[config.mk]
export PLATFORM = sky130hd
export DESIGN_NAME = register_to_stream_multi_flat
export DESIGN_NICKNAME = d
export VERILOG_FILES = /design/src/rtl/register_to_stream_multi_if.sv /design/src/rtl/register_to_stream_multi.sv /design/src/flat_wrapper.sv
export SDC_FILE = /design/constraint.sdc
export NUM_CORES = 1
export LEC_CHECK = 0
export BUFFER_PORTS_ARGS = -buffer_cell sky130_fd_sc_hd__clkbuf_2
export CORE_MARGIN = 5
export CORE_UTILIZATION = 50
export DETAILED_ROUTE_END_ITERATION = 7
export HOLD_SLACK_MARGIN = 0.1
export PLACE_DENSITY = 0.75
export SLEW_MARGIN = 20
export SYNTH_ARGS = -nofsm -noshare
export SYNTH_HDL_FRONTEND = slang
export SYNTH_SLANG_ARGS = --single-unit
[constraint.sdc]
create_clock -name aclk -period 2.3 [get_ports aclk]
set_input_delay 0.115 -clock aclk [delete_from_list [all_inputs] [get_ports aclk]]
set_output_delay 0.115 -clock aclk [all_outputs]
set_load 0.03 [all_outputs]
[src/rtl/register_to_stream_multi_if.sv]
`default_nettype none
// ============================================================================
// Module      : register_to_stream_multi_if
// Description : Register-bus plus multi-channel AXI4-Stream bundle for
//               register_to_stream_multi.
//               Register side: wren/wreg_no/wreg_data/wstrb (write),
//               rden/rreg_no/rreg_data (read, rreg_data combinational).
//               Stream side  : m_tdata/m_tvalid/m_tlast per channel, m_tready
//               back from the consumers. failed_any is the sticky-error OR.
//               modport slave  : the register_to_stream_multi block.
//               modport master : whatever drives the register bus and sinks
//                                the streams.
// Revision    : 1.0 - initial release
// ============================================================================
interface register_to_stream_multi_if #(
    parameter int DATA_WIDTH         = 32,
    parameter int REGISTER_ADDR_BITS = 8,
    parameter int NUM_CHANNELS       = 4
);
    logic                             wren;
    logic [REGISTER_ADDR_BITS-1:0]    wreg_no;
    logic [DATA_WIDTH-1:0]            wreg_data;
    logic [DATA_WIDTH/8-1:0]          wstrb;
    logic                             rden;
    logic [REGISTER_ADDR_BITS-1:0]    rreg_no;
    logic [DATA_WIDTH-1:0]            rreg_data;
    logic [NUM_CHANNELS*DATA_WIDTH-1:0] m_tdata;
    logic [NUM_CHANNELS-1:0]          m_tvalid;
    logic [NUM_CHANNELS-1:0]          m_tlast;
    logic [NUM_CHANNELS-1:0]          m_tready;
    logic                             failed_any;

    modport slave (
        input  wren, wreg_no, wreg_data, wstrb, rden, rreg_no, m_tready,
        output rreg_data, m_tdata, m_tvalid, m_tlast, failed_any
    );

    modport master (
        output wren, wreg_no, wreg_data, wstrb, rden, rreg_no, m_tready,
        input  rreg_data, m_tdata, m_tvalid, m_tlast, failed_any
    );
endinterface
`default_nettype wire

[src/rtl/register_to_stream_multi.sv]
`default_nettype none
// ============================================================================
// Module      : register_to_stream_multi
// Description : Register-mapped multi-channel stream issuer. Every channel
//               owns a show-ahead FIFO of FIFO_DEPTH words (each word carries
//               its tlast bit) feeding its own AXI4-Stream output.
//               Channel c register block at BASE_REG+4c:
//                 +0 DATA      write pushes {tlast=0, data}
//                 +1 DATA_LAST write pushes {tlast=1, data}
//                 +2 STATUS    read: [0] empty [1] full [2] failed [15:8] level
//                 +3 CONTROL   write: bit0 clear failed, bit1 flush
// Ports       : aclk    - clock
//               aresetn - asynchronous active-low reset
//               bus     - register bus + stream bundle (slave modport)
// Revision    : 1.0 - initial release
// ============================================================================
module register_to_stream_multi #(
    parameter int DATA_WIDTH         = 32,
    parameter int REGISTER_ADDR_BITS = 8,
    parameter int NUM_CHANNELS       = 4,
    parameter int FIFO_DEPTH         = 4,
    parameter int BASE_REG           = 0
) (
    input  wire logic                  aclk,
    input  wire logic                  aresetn,
    register_to_stream_multi_if.slave  bus
);
    localparam int c_PTR_W   = $clog2(FIFO_DEPTH);
    localparam int c_LEVEL_W = c_PTR_W + 1;

    logic [DATA_WIDTH-1:0]   w_status [NUM_CHANNELS];
    logic [NUM_CHANNELS-1:0] w_failed;

    // A push needs every byte lane; anything less is a software error.
    logic w_strb_full;
    assign w_strb_full = &bus.wstrb;

    for (genvar c = 0; c < NUM_CHANNELS; c++) begin : g_ch
        localparam logic [REGISTER_ADDR_BITS-1:0] c_ADDR_DATA   = REGISTER_ADDR_BITS'(BASE_REG + 4*c);
        localparam logic [REGISTER_ADDR_BITS-1:0] c_ADDR_LAST   = REGISTER_ADDR_BITS'(BASE_REG + 4*c + 1);
        localparam logic [REGISTER_ADDR_BITS-1:0] c_ADDR_STATUS = REGISTER_ADDR_BITS'(BASE_REG + 4*c + 2);
        localparam logic [REGISTER_ADDR_BITS-1:0] c_ADDR_CTRL   = REGISTER_ADDR_BITS'(BASE_REG + 4*c + 3);

        // Each entry is {tlast, data}.
        logic [DATA_WIDTH:0]    r_mem [FIFO_DEPTH];
        logic [c_PTR_W-1:0]     r_wr_ptr;
        logic [c_PTR_W-1:0]     r_rd_ptr;
        logic [c_LEVEL_W-1:0]   r_level;
        logic                   r_failed;

        logic w_hit_data;
        logic w_hit_last;
        logic w_hit_ctrl;
        logic w_push_req;
        logic w_full;
        logic w_empty;
        logic w_flush;
        logic w_clr;
        logic w_push;
        logic w_reject;
        logic w_pop;

        assign w_hit_data = bus.wren && (bus.wreg_no == c_ADDR_DATA);
        assign w_hit_last = bus.wren && (bus.wreg_no == c_ADDR_LAST);
        assign w_hit_ctrl = bus.wren && (bus.wreg_no == c_ADDR_CTRL);
        assign w_push_req = w_hit_data | w_hit_last;

        assign w_full  = (r_level == c_LEVEL_W'(FIFO_DEPTH));
        assign w_empty = (r_level == '0);

        assign w_flush = w_hit_ctrl & bus.wstrb[0] & bus.wreg_data[1];
        assign w_clr   = (w_hit_ctrl & bus.wstrb[0] & bus.wreg_data[0])
                       | (bus.rden && (bus.rreg_no == c_ADDR_STATUS));

        // Fullness is judged on the registered level, so a pop in the same
        // cycle does not make room for a push. A push coinciding with a flush
        // is silently dropped rather than flagged.
        assign w_reject = w_push_req & ~w_flush & (~w_strb_full | w_full);
        assign w_push   = w_push_req & ~w_flush & w_strb_full & ~w_full;
        assign w_pop    = ~w_empty & bus.m_tready[c] & ~w_flush;

        // Storage needs no reset: outputs are masked to zero while empty.
        always_ff @(posedge aclk) begin
            if (w_push) begin
                r_mem[r_wr_ptr] <= {w_hit_last, bus.wreg_data};
            end
        end

        always_ff @(posedge aclk or negedge aresetn) begin
            if (!aresetn) begin
                r_wr_ptr <= '0;
                r_rd_ptr <= '0;
                r_level  <= '0;
                r_failed <= 1'b0;
            end else begin
                // Set has priority over clear.
                r_failed <= w_reject | (r_failed & ~w_clr);
                if (w_flush) begin
                    r_wr_ptr <= '0;
                    r_rd_ptr <= '0;
                    r_level  <= '0;
                end else begin
                    if (w_push) begin
                        r_wr_ptr <= r_wr_ptr + c_PTR_W'(1);
                    end
                    if (w_pop) begin
                        r_rd_ptr <= r_rd_ptr + c_PTR_W'(1);
                    end
                    case ({w_push, w_pop})
                        2'b10:   r_level <= r_level + c_LEVEL_W'(1);
                        2'b01:   r_level <= r_level - c_LEVEL_W'(1);
                        default: r_level <= r_level;
                    endcase
                end
            end
        end

        assign bus.m_tvalid[c] = ~w_empty;
        assign bus.m_tdata[c*DATA_WIDTH +: DATA_WIDTH] =
            w_empty ? '0 : r_mem[r_rd_ptr][DATA_WIDTH-1:0];
        assign bus.m_tlast[c] = w_empty ? 1'b0 : r_mem[r_rd_ptr][DATA_WIDTH];

        assign w_status[c] = DATA_WIDTH'({8'(r_level), 5'b0, r_failed, w_full, w_empty});
        assign w_failed[c] = r_failed;
    end

    // Only STATUS registers read back; every other address returns zero.
    always_comb begin
        bus.rreg_data = '0;
        for (int c = 0; c < NUM_CHANNELS; c++) begin
            if (bus.rreg_no == REGISTER_ADDR_BITS'(BASE_REG + 4*c + 2)) begin
                bus.rreg_data = w_status[c];
            end
        end
    end

    assign bus.failed_any = |w_failed;

endmodule
`default_nettype wire

[src/flat_wrapper.sv]
// flat-port wrapper written by rule: the top's interface ports become plain ports
module register_to_stream_multi_flat 
#(
    parameter int DATA_WIDTH         = 32,
    parameter int REGISTER_ADDR_BITS = 8,
    parameter int NUM_CHANNELS       = 4,
    parameter int FIFO_DEPTH         = 4,
    parameter int BASE_REG           = 0
)
  (aclk, aresetn, bus_wren, bus_wreg_no, bus_wreg_data, bus_wstrb, bus_rden, bus_rreg_no, bus_m_tready, bus_rreg_data, bus_m_tdata, bus_m_tvalid, bus_m_tlast, bus_failed_any);
  register_to_stream_multi_if #(.DATA_WIDTH(DATA_WIDTH), .REGISTER_ADDR_BITS(REGISTER_ADDR_BITS), .NUM_CHANNELS(NUM_CHANNELS)) bus_i ();
  input  wire logic aclk;
  input  wire logic aresetn;
  input wire logic [$bits(bus_i.wren)-1:0] bus_wren;
  input wire logic [$bits(bus_i.wreg_no)-1:0] bus_wreg_no;
  input wire logic [$bits(bus_i.wreg_data)-1:0] bus_wreg_data;
  input wire logic [$bits(bus_i.wstrb)-1:0] bus_wstrb;
  input wire logic [$bits(bus_i.rden)-1:0] bus_rden;
  input wire logic [$bits(bus_i.rreg_no)-1:0] bus_rreg_no;
  input wire logic [$bits(bus_i.m_tready)-1:0] bus_m_tready;
  output wire logic [$bits(bus_i.rreg_data)-1:0] bus_rreg_data;
  output wire logic [$bits(bus_i.m_tdata)-1:0] bus_m_tdata;
  output wire logic [$bits(bus_i.m_tvalid)-1:0] bus_m_tvalid;
  output wire logic [$bits(bus_i.m_tlast)-1:0] bus_m_tlast;
  output wire logic [$bits(bus_i.failed_any)-1:0] bus_failed_any;
  assign bus_i.wren = bus_wren;
  assign bus_i.wreg_no = bus_wreg_no;
  assign bus_i.wreg_data = bus_wreg_data;
  assign bus_i.wstrb = bus_wstrb;
  assign bus_i.rden = bus_rden;
  assign bus_i.rreg_no = bus_rreg_no;
  assign bus_i.m_tready = bus_m_tready;
  assign bus_rreg_data = bus_i.rreg_data;
  assign bus_m_tdata = bus_i.m_tdata;
  assign bus_m_tvalid = bus_i.m_tvalid;
  assign bus_m_tlast = bus_i.m_tlast;
  assign bus_failed_any = bus_i.failed_any;
  register_to_stream_multi #(.DATA_WIDTH(DATA_WIDTH), .REGISTER_ADDR_BITS(REGISTER_ADDR_BITS), .NUM_CHANNELS(NUM_CHANNELS), .FIFO_DEPTH(FIFO_DEPTH), .BASE_REG(BASE_REG)) u_core (.aclk(aclk), .aresetn(aresetn), .bus(bus_i));
endmodule
==> results of run 1 <==
-- cells in the mapped netlist, types with 4 or more instances --
library cell / count / area share, %
sky130_fd_sc_hd__edfxtp_1: 528 / 71
sky130_fd_sc_hd__and2_1: 148 / 4.1
sky130_fd_sc_hd__mux4_2: 137 / 14
sky130_fd_sc_hd__nor2_1: 36 / 0.60
sky130_fd_sc_hd__clkbuf_1: 32 / 0.54
sky130_fd_sc_hd__dfrtp_1: 32 / 3.6
sky130_fd_sc_hd__buf_4: 26 / 0.87
sky130_fd_sc_hd__ha_1: 20 / 1.1
sky130_fd_sc_hd__buf_2: 17 / 0.38
sky130_fd_sc_hd__inv_1: 15 / 0.25
sky130_fd_sc_hd__xor2_1: 12 / 0.47
sky130_fd_sc_hd__nand2_1: 8 / 0.13
sky130_fd_sc_hd__o21ai_0: 7 / 0.16
sky130_fd_sc_hd__or3_1: 7 / 0.20
sky130_fd_sc_hd__nand3_1: 6 / 0.13
sky130_fd_sc_hd__xnor2_1: 6 / 0.23
sky130_fd_sc_hd__buf_1: 5 / 0.084
sky130_fd_sc_hd__mux2i_1: 5 / 0.22
sky130_fd_sc_hd__nor4_4: 5 / 0.47
sky130_fd_sc_hd__a21oi_1: 4 / 0.089
sky130_fd_sc_hd__and3_1: 4 / 0.11
sky130_fd_sc_hd__and4_1: 4 / 0.16
sky130_fd_sc_hd__fa_1: 4 / 0.36
-- layer usage --
metal	global-route usage, %	wire length, µm
met1	31.1	22500
met2	40.2	30700
met3	5.15	4380
met4	6.06	1430
met5	0	0
-- power groups by stage --
stage	clock [µW]	combinational (µW)	sequential, µW
global route	9600	19000	11500
floorplan	0	8420	11700
detailed placement	0	12400	11700
finish	8970	18200	11500
CTS	9090	17200	11500
global placement	0	12300	11700
-- flip-flops by register name (all words and copies together), names as in the netlist --
signal	flops
u_core.g_ch.r_failed	4
u_core.g_ch.r_level	12
u_core.g_ch.r_mem	528
u_core.g_ch.r_rd_ptr	8
u_core.g_ch.r_wr_ptr	8
-- final cells by class --
| class | instances | area [µm²] |
|---|---|---|
| Sequential cell | 560 | 16700 |
| Fill cell | 2833 | 15000 |
| Multi-Input combinational cell | 477 | 5790 |
| Timing Repair Buffer | 381 | 4310 |
| Clock buffer | 65 | 1420 |
| Tap cell | 592 | 741 |
| Clock inverter | 34 | 369 |
| Inverter | 15 | 56.3 |
-- critical path, cell delays in order, from the launching register on --
cell and delay (ns):
sky130_fd_sc_hd__dfrtp_1 0.38, sky130_fd_sc_hd__or3_4 0.41, sky130_fd_sc_hd__buf_12 0.13, sky130_fd_sc_hd__mux4_2 0.48, sky130_fd_sc_hd__nor2_2 0.11, sky130_fd_sc_hd__clkbuf_8 0.16
-- how the worst max path moves through the flow --
| stage | start | end | depth (start not counted) |
|---|---|---|---|
| 2_1_floorplan | bus_wreg_no[6] | u_core.g_ch[1].r_level[2] | 8 |
| 3_3_place_gp | bus_wreg_no[6] | u_core.g_ch[1].r_level[2] | 9 |
| 3_5_place_dp | bus_wreg_no[6] | u_core.g_ch[1].r_level[2] | 9 |
| 4_1_cts | u_core.g_ch[3].r_level[0] | bus_rreg_data[0] | 5 |
| 5_1_grt | u_core.g_ch[3].r_level[2] | bus_rreg_data[0] | 5 |
| 6_report | u_core.g_ch[3].r_level[2] | bus_rreg_data[0] | 5 |
-- logic make-up after synthesis --
| kind of cell | Yosys count | share of synthesized area (%) |
|---|---|---|
| AO/OA/AOI/OAI | 23 | 0.663 |
| XOR/XNOR | 18 | 0.702 |
| adder cells (fa/ha/maj) | 24 | 1.47 |
| buffers and inverters | 95 | 2.12 |
| flip-flops | 560 | 74.2 |
| multiplexers | 144 | 14.1 |
| other | 1 | 0.0167 |
| AND/OR/NAND/NOR | 242 | 6.74 |
-- timing repair --
item,4_1_cts,5_1_grt
setup endpoints to repair,121,124
hold buffers,53,0
cloned,15,5
pin swaps,30,20
gates resized for setup,327,196
endpoints found under the hold margin,569,0
buffers inserted,24,11
-- stage by stage --
stage / total power [µW] / TNS, ns / instances / util, % / worst slack, ns
after floorplan: 20100 / -0.0361 / 1132 / - / -0.0361
after global placement: 24000 / -0.157 / 1927 / 56.1 / -0.101
after detailed placement: 24100 / -0.303 / 1927 / 56.1 / -0.140
after CTS: 37800 / -1.91 / 2118 / 65.5 / -0.145
after global routing: 40100 / -2.14 / 2124 / 66.2 / -0.163
final: 38600 / -0.120 / 2124 / 66.2 / -0.0776
==> impl_metrics.toml, run 1 <==
[outcome]
result_of_the_run = "finished, violations left"
failed_checks = "setup timing"

[route]
vias_per_cell = 5.71
drtIter0Drc = 1549
detail-route-antenna-nets = 0
postRouteWirelength_um = 59100
first_pass_iters = 5
post-route-drc-count = 0
vias = 12100
post_drt_wl_per_cell_um = 27.8

[timing]
setup_violations = 4
report.final.hold_viol_count = 0
final.period_utilization_pct = 103
finalWorstSetupSlack_ns = -0.0776
period_minus_slack_ns = 2.38
skew_ns = 0.0281
slew_viol_final = 0
unrepaired_setup_endpoints_after_global_routing = "yes"
slew_limit_headroom_pct = 39.7
fmaxAchievable_mhz = 421
finalHoldWorstSlack_ns = 0.181
worst_slew_pin_slew_ns = 0.905

[power_and_ir_drop]
power.switching_fraction_pct = 33.5
p_comb_share_pct = 47.0
ir_worst_vdd_mv = 1.11
p_int_uw = 25700
power.density_cell_area_nw_per_um2 = 1320
static-leakage-power_uw = 0.0105
netSwitchingPower_uw = 13000
seq_power_share_pct = 29.8
clock_power_share_pct = 23.2

[clocking]
clkSinkCount = 560
insertion_delay_ns = 0.61
cts.root.buffer_cell = "sky130_fd_sc_hd__clkbuf_16"
clock_tree_from_tritoncts = "done"
clk_path_buf_depth = 3
htree_num_levels = 2
clkTransAtPathRegs_ns = 0.07
cts-buffers-inserted = 54

[global_routing]
globalRoute.totalOverflow = 0
via_count_of_the_first_global_routing_pass = 12700
first_pass_grt_wire_length_um = 85000
grt_antenna_before_repair = 1
grt_max_degree = 35
total_routing_usage_gr_pct = 23.5

[floorplanning]
chipWidth_um = 222
fp.dieArea_um2 = 49200
dieHeight_um = 222
floorplan.core_area_um2 = 44300
initial_core_util_pct = 50.6
placement_rows = 77
i_o_pin_count = 229

[layout]
layout.nets = 1573
area.growth.synth_to_final_pct = 30.8
antenna_cells = 0
final_design_area_no_fill_um2 = 29400
mostFrequentLayoutCells = "528 x sky130_fd_sc_hd__edfxtp_1, 137 x sky130_fd_sc_hd__mux4_2, 104 x sky130_fd_sc_hd__and2_4, 81 x sky130_fd_sc_hd__clkbuf_2, 73 x sky130_fd_sc_hd__buf_4"
drive_above_1_share_pct = 46.3
layout.cells.most_common = "sky130_fd_sc_hd__edfxtp_1"

[job]
drv_cap = 0

[hold_path]
hold_path.startpoint = "bus_wreg_no[7]"
min_delay_path_depth = 5
holdPathEnd = "u_core.g_ch[3].r_level[2]"
timing.hold.worst.class = "in -> reg"

[critical_path]
worst_r2r_endpoint = "u_core.g_ch[2].r_level[2]"
worst_r2r_startpoint = "u_core.g_ch[2].r_level[2]"
critPathLaunchType = "flip-flop"
worst_ep_required_time_ns = 2.18
criticalPathCategory = "reg -> out"
crit_path_end_kind = "output pin"
rrSetupSlack_ns = 0
worst-path-max-fanout = 2
worst-endpoint-arrival_ns = 2.26
worst_reg2reg_path_length_in_cells = 9

[synthesis]
top_flip_flop_cell_by_instance_count_after_synthesis = "sky130_fd_sc_hd__edfxtp_1"
syn_area_per_cell_um2 = 20.3
synth_enable_flop_cells = 528
ys_async_sr_fraction_pct = 5.71
synthesis.instances = 1107
synth_cell_types = 46
yosys_register_bits = 560
synth_warnings = 0
mappedNetlistArea_um2 = 22400
synth-seq-area-share_pct = 74.2

[placement]
io_buffer_count = 202
gp_congestion = 0.811
place_area_um2 = 24800
hpwlAfterDp_um = 32500
No activity file was read; power rests on OpenSTA's default activity.
==> run 2, diff against run 1 <==
Settings changed: CORE_UTILIZATION 50 to 53, PLACE_DENSITY 0.75 to 0.79.
==> run 2 against run 1 <==
  * Cell count decreased by 2.3%
  * Highest routed layer unchanged
  * Sequential share of layout area decreased by 0.25 points
  * Largest power group unchanged
  * Clock skew decreased by 0.0068 ns
  * The run still ends with setup timing left
  * Sequential cell count unchanged
  * Register-to-register slack got worse by 0.08 ns
  * Critical path type unchanged
  * Non-clock buffer count unchanged
  * Total power increased by 2.1%
==> impl_metrics.toml, run 2 (synthesis results as in run 1) <==
[layout]
filler_cell_count = 2415
final_cells = 2075
seq_area_um2 = 16700
biggest_register = "u_core.g_ch.r_mem"
top_regs = "u_core.g_ch.r_mem x528, u_core.g_ch.r_level x12"
antenna_cells = 0
mostFrequentLayoutCells = "528 x sky130_fd_sc_hd__edfxtp_1, 137 x sky130_fd_sc_hd__mux4_2, 121 x sky130_fd_sc_hd__and2_4, 98 x sky130_fd_sc_hd__buf_8, 74 x sky130_fd_sc_hd__clkbuf_2"
multi_input_comb_area_um2 = 5840
layout.cells.most_common = "sky130_fd_sc_hd__edfxtp_1"
area.growth.synth_to_final_pct = 31.4
layout.nets = 1574
largest_register_ffs = 528
drive_above_1_share_pct = 47.1

[timing]
setup-tns-final_ns = -0.899
final.period_utilization_pct = 106
period_minus_slack_ns = 2.43
worst_slew_pin_slew_ns = 0.859
skew_ns = 0.0213
unrepaired_setup_endpoints_after_global_routing = "yes"
slew_viol_final = 0
report.final.hold_viol_count = 0
fmaxAchievable_mhz = 411
finalWorstSetupSlack_ns = -0.134
slew_limit_headroom_pct = 42.7
finalHoldWorstSlack_ns = 0.161
setup_violations = 28

[clocking]
cts.root.buffer_cell = "sky130_fd_sc_hd__clkbuf_16"
clock_tree_from_tritoncts = "done"
clkTransAtPathRegs_ns = 0.06
clkSinkCount = 560
htree_num_levels = 2
clk_path_buf_depth = 3
insertion_delay_ns = 0.61
cts-buffers-inserted = 55

[placement]
dp.cells = 1873
gp_congestion = 0.815
hpwlAfterDp_um = 32100
io_buffer_count = 202

[critical_path]
criticalPathCategory = "reg -> out"
worst_r2r_endpoint = "u_core.g_ch[2].r_level[2]"
rrSetupSlack_ns = -0.08
critPathLaunchType = "flip-flop"
timing.critical_path.slowest_cell_delay_ns = 0.47
crit_path_cell_trace = "or3_4 > buf_12 > mux4_2 > nor2_2 > clkbuf_8"
worst_r2r_startpoint = "u_core.g_ch[2].r_level[1]"
worst_ep_required_time_ns = 2.18
worst_reg2reg_path_length_in_cells = 9
cp_slowest_cell = "sky130_fd_sc_hd__mux4_2"
worst-path-max-fanout = 3
worst-endpoint-arrival_ns = 2.32
crit_path_end_kind = "output pin"

[global_routing]
first_pass_grt_wire_length_um = 85700
grt_max_degree = 33
globalRoute.totalOverflow = 0
globalRouteMet2Util_pct = 43.9
via_count_of_the_first_global_routing_pass = 12900
grt.busiest_layer = "met2"
met1_usage_pct = 33.4
grt_antenna_before_repair = 0
grt.met3_usage_pct = 3.95
total_routing_usage_gr_pct = 25.1

[route]
first_pass_iters = 5
postRouteWirelength_um = 60000
vias_per_cell = 6.00
detail-route-antenna-nets = 0
vias = 12500
post-route-drc-count = 0
post_drt_wl_per_cell_um = 28.9
drtIter0Drc = 1447

[outcome]
failed_checks = "setup timing"
result_of_the_run = "finished, violations left"

[hold_path]
hold_path.startpoint = "bus_wreg_no[6]"
timing.hold.worst.class = "in -> reg"
min_delay_path_depth = 5
holdPathEnd = "u_core.g_ch[1].r_level[2]"

[floorplanning]
fp.dieArea_um2 = 46600
floorplan.core_area_um2 = 41900
dieHeight_um = 216
chipWidth_um = 216
initial_core_util_pct = 53.5
placement_rows = 75
i_o_pin_count = 229

[power_and_ir_drop]
static-leakage-power_uw = 0.0105
power.density_cell_area_nw_per_um2 = 1340
ir_worst_vdd_mv = 0.915

[job]
drv_cap = 0
-- run 2: changes by cell type in the layout (fill, tap and decap cells not counted), moves of 4 or more --
cell,change
sky130_fd_sc_hd__buf_8,+41
sky130_fd_sc_hd__clkbuf_8,-22
sky130_fd_sc_hd__and2_1,-17
sky130_fd_sc_hd__and2_4,+17
sky130_fd_sc_hd__buf_4,-7
sky130_fd_sc_hd__clkbuf_2,-7
sky130_fd_sc_hd__buf_6,-5
sky130_fd_sc_hd__clkbuf_1,+4
sky130_fd_sc_hd__clkinv_1,+4
-- run 2: power breakdown --
group          total (µW)  internal (µW)  switching [µW]
registers           11600          11400             237
clock network        8860           5000            3870
logic               19000           9780            9220
-- run 2: worst max-delay path by stage --
stage / to / cells after the start / startpoint
after CTS: bus_rreg_data[0] / 5 / u_core.g_ch[3].r_level[0]
after global routing: bus_rreg_data[0] / 5 / u_core.g_ch[2].r_level[1]
after detailed placement: u_core.g_ch[1].r_level[2] / 9 / bus_wreg_no[6]
after global placement: u_core.g_ch[1].r_level[2] / 9 / bus_wreg_no[6]
after floorplan: u_core.g_ch[1].r_level[2] / 8 / bus_wreg_no[6]
final: bus_rreg_data[0] / 5 / u_core.g_ch[2].r_level[1]
-- run 2: cell type report --
| cell class | count | share of cell area (%) |
|---|---|---|
| well taps | 539 | 2.29 |
| multi-input cells | 477 | 19.8 |
| clock inverters | 35 | 1.13 |
| inverters | 15 | 0.191 |
| clock buffers | 68 | 4.83 |
| flip-flops and latches | 560 | 56.5 |
| repair buffers | 381 | 15.2 |
-- run 2: critical path: cells and delay by family (launching register included) --
family	cells	cell delay (ns)
and+or+nand+nor	2	0.54
muxes	1	0.47
DFF	1	0.40
buffers and inverters	2	0.29
-- run 2: per-layer routing --
metal  routed length, µm  vias up
li1                    -     5124
met1               22200     6538
met2               31700      692
met3                4460      102
met4                1690        0
met5                   0        -
-- run 2: timing repair --
action | 4_1_cts | 5_1_grt
gates resized for setup | 360 | 229
cloned | 15 | 4
pin swaps | 16 | 40
setup endpoints to repair | 122 | 137
setup buffers | 23 | 10
hold buffers | 54 | 0
endpoints found under the hold margin | 569 | 0
-- run 2: per-stage QoR --
stage                     area, µm²  utilization (%)  worst slack, ns  power [µW]
final                         29500             70.3           -0.134       39500
after global placement        24700             58.9          -0.0871       23900
after CTS                     29000             69.1           -0.168       37700
after detailed placement      24700             58.9           -0.127       24100
after floorplan               22600                -          -0.0361       20100
after global routing          29500             70.3           -0.183       40800
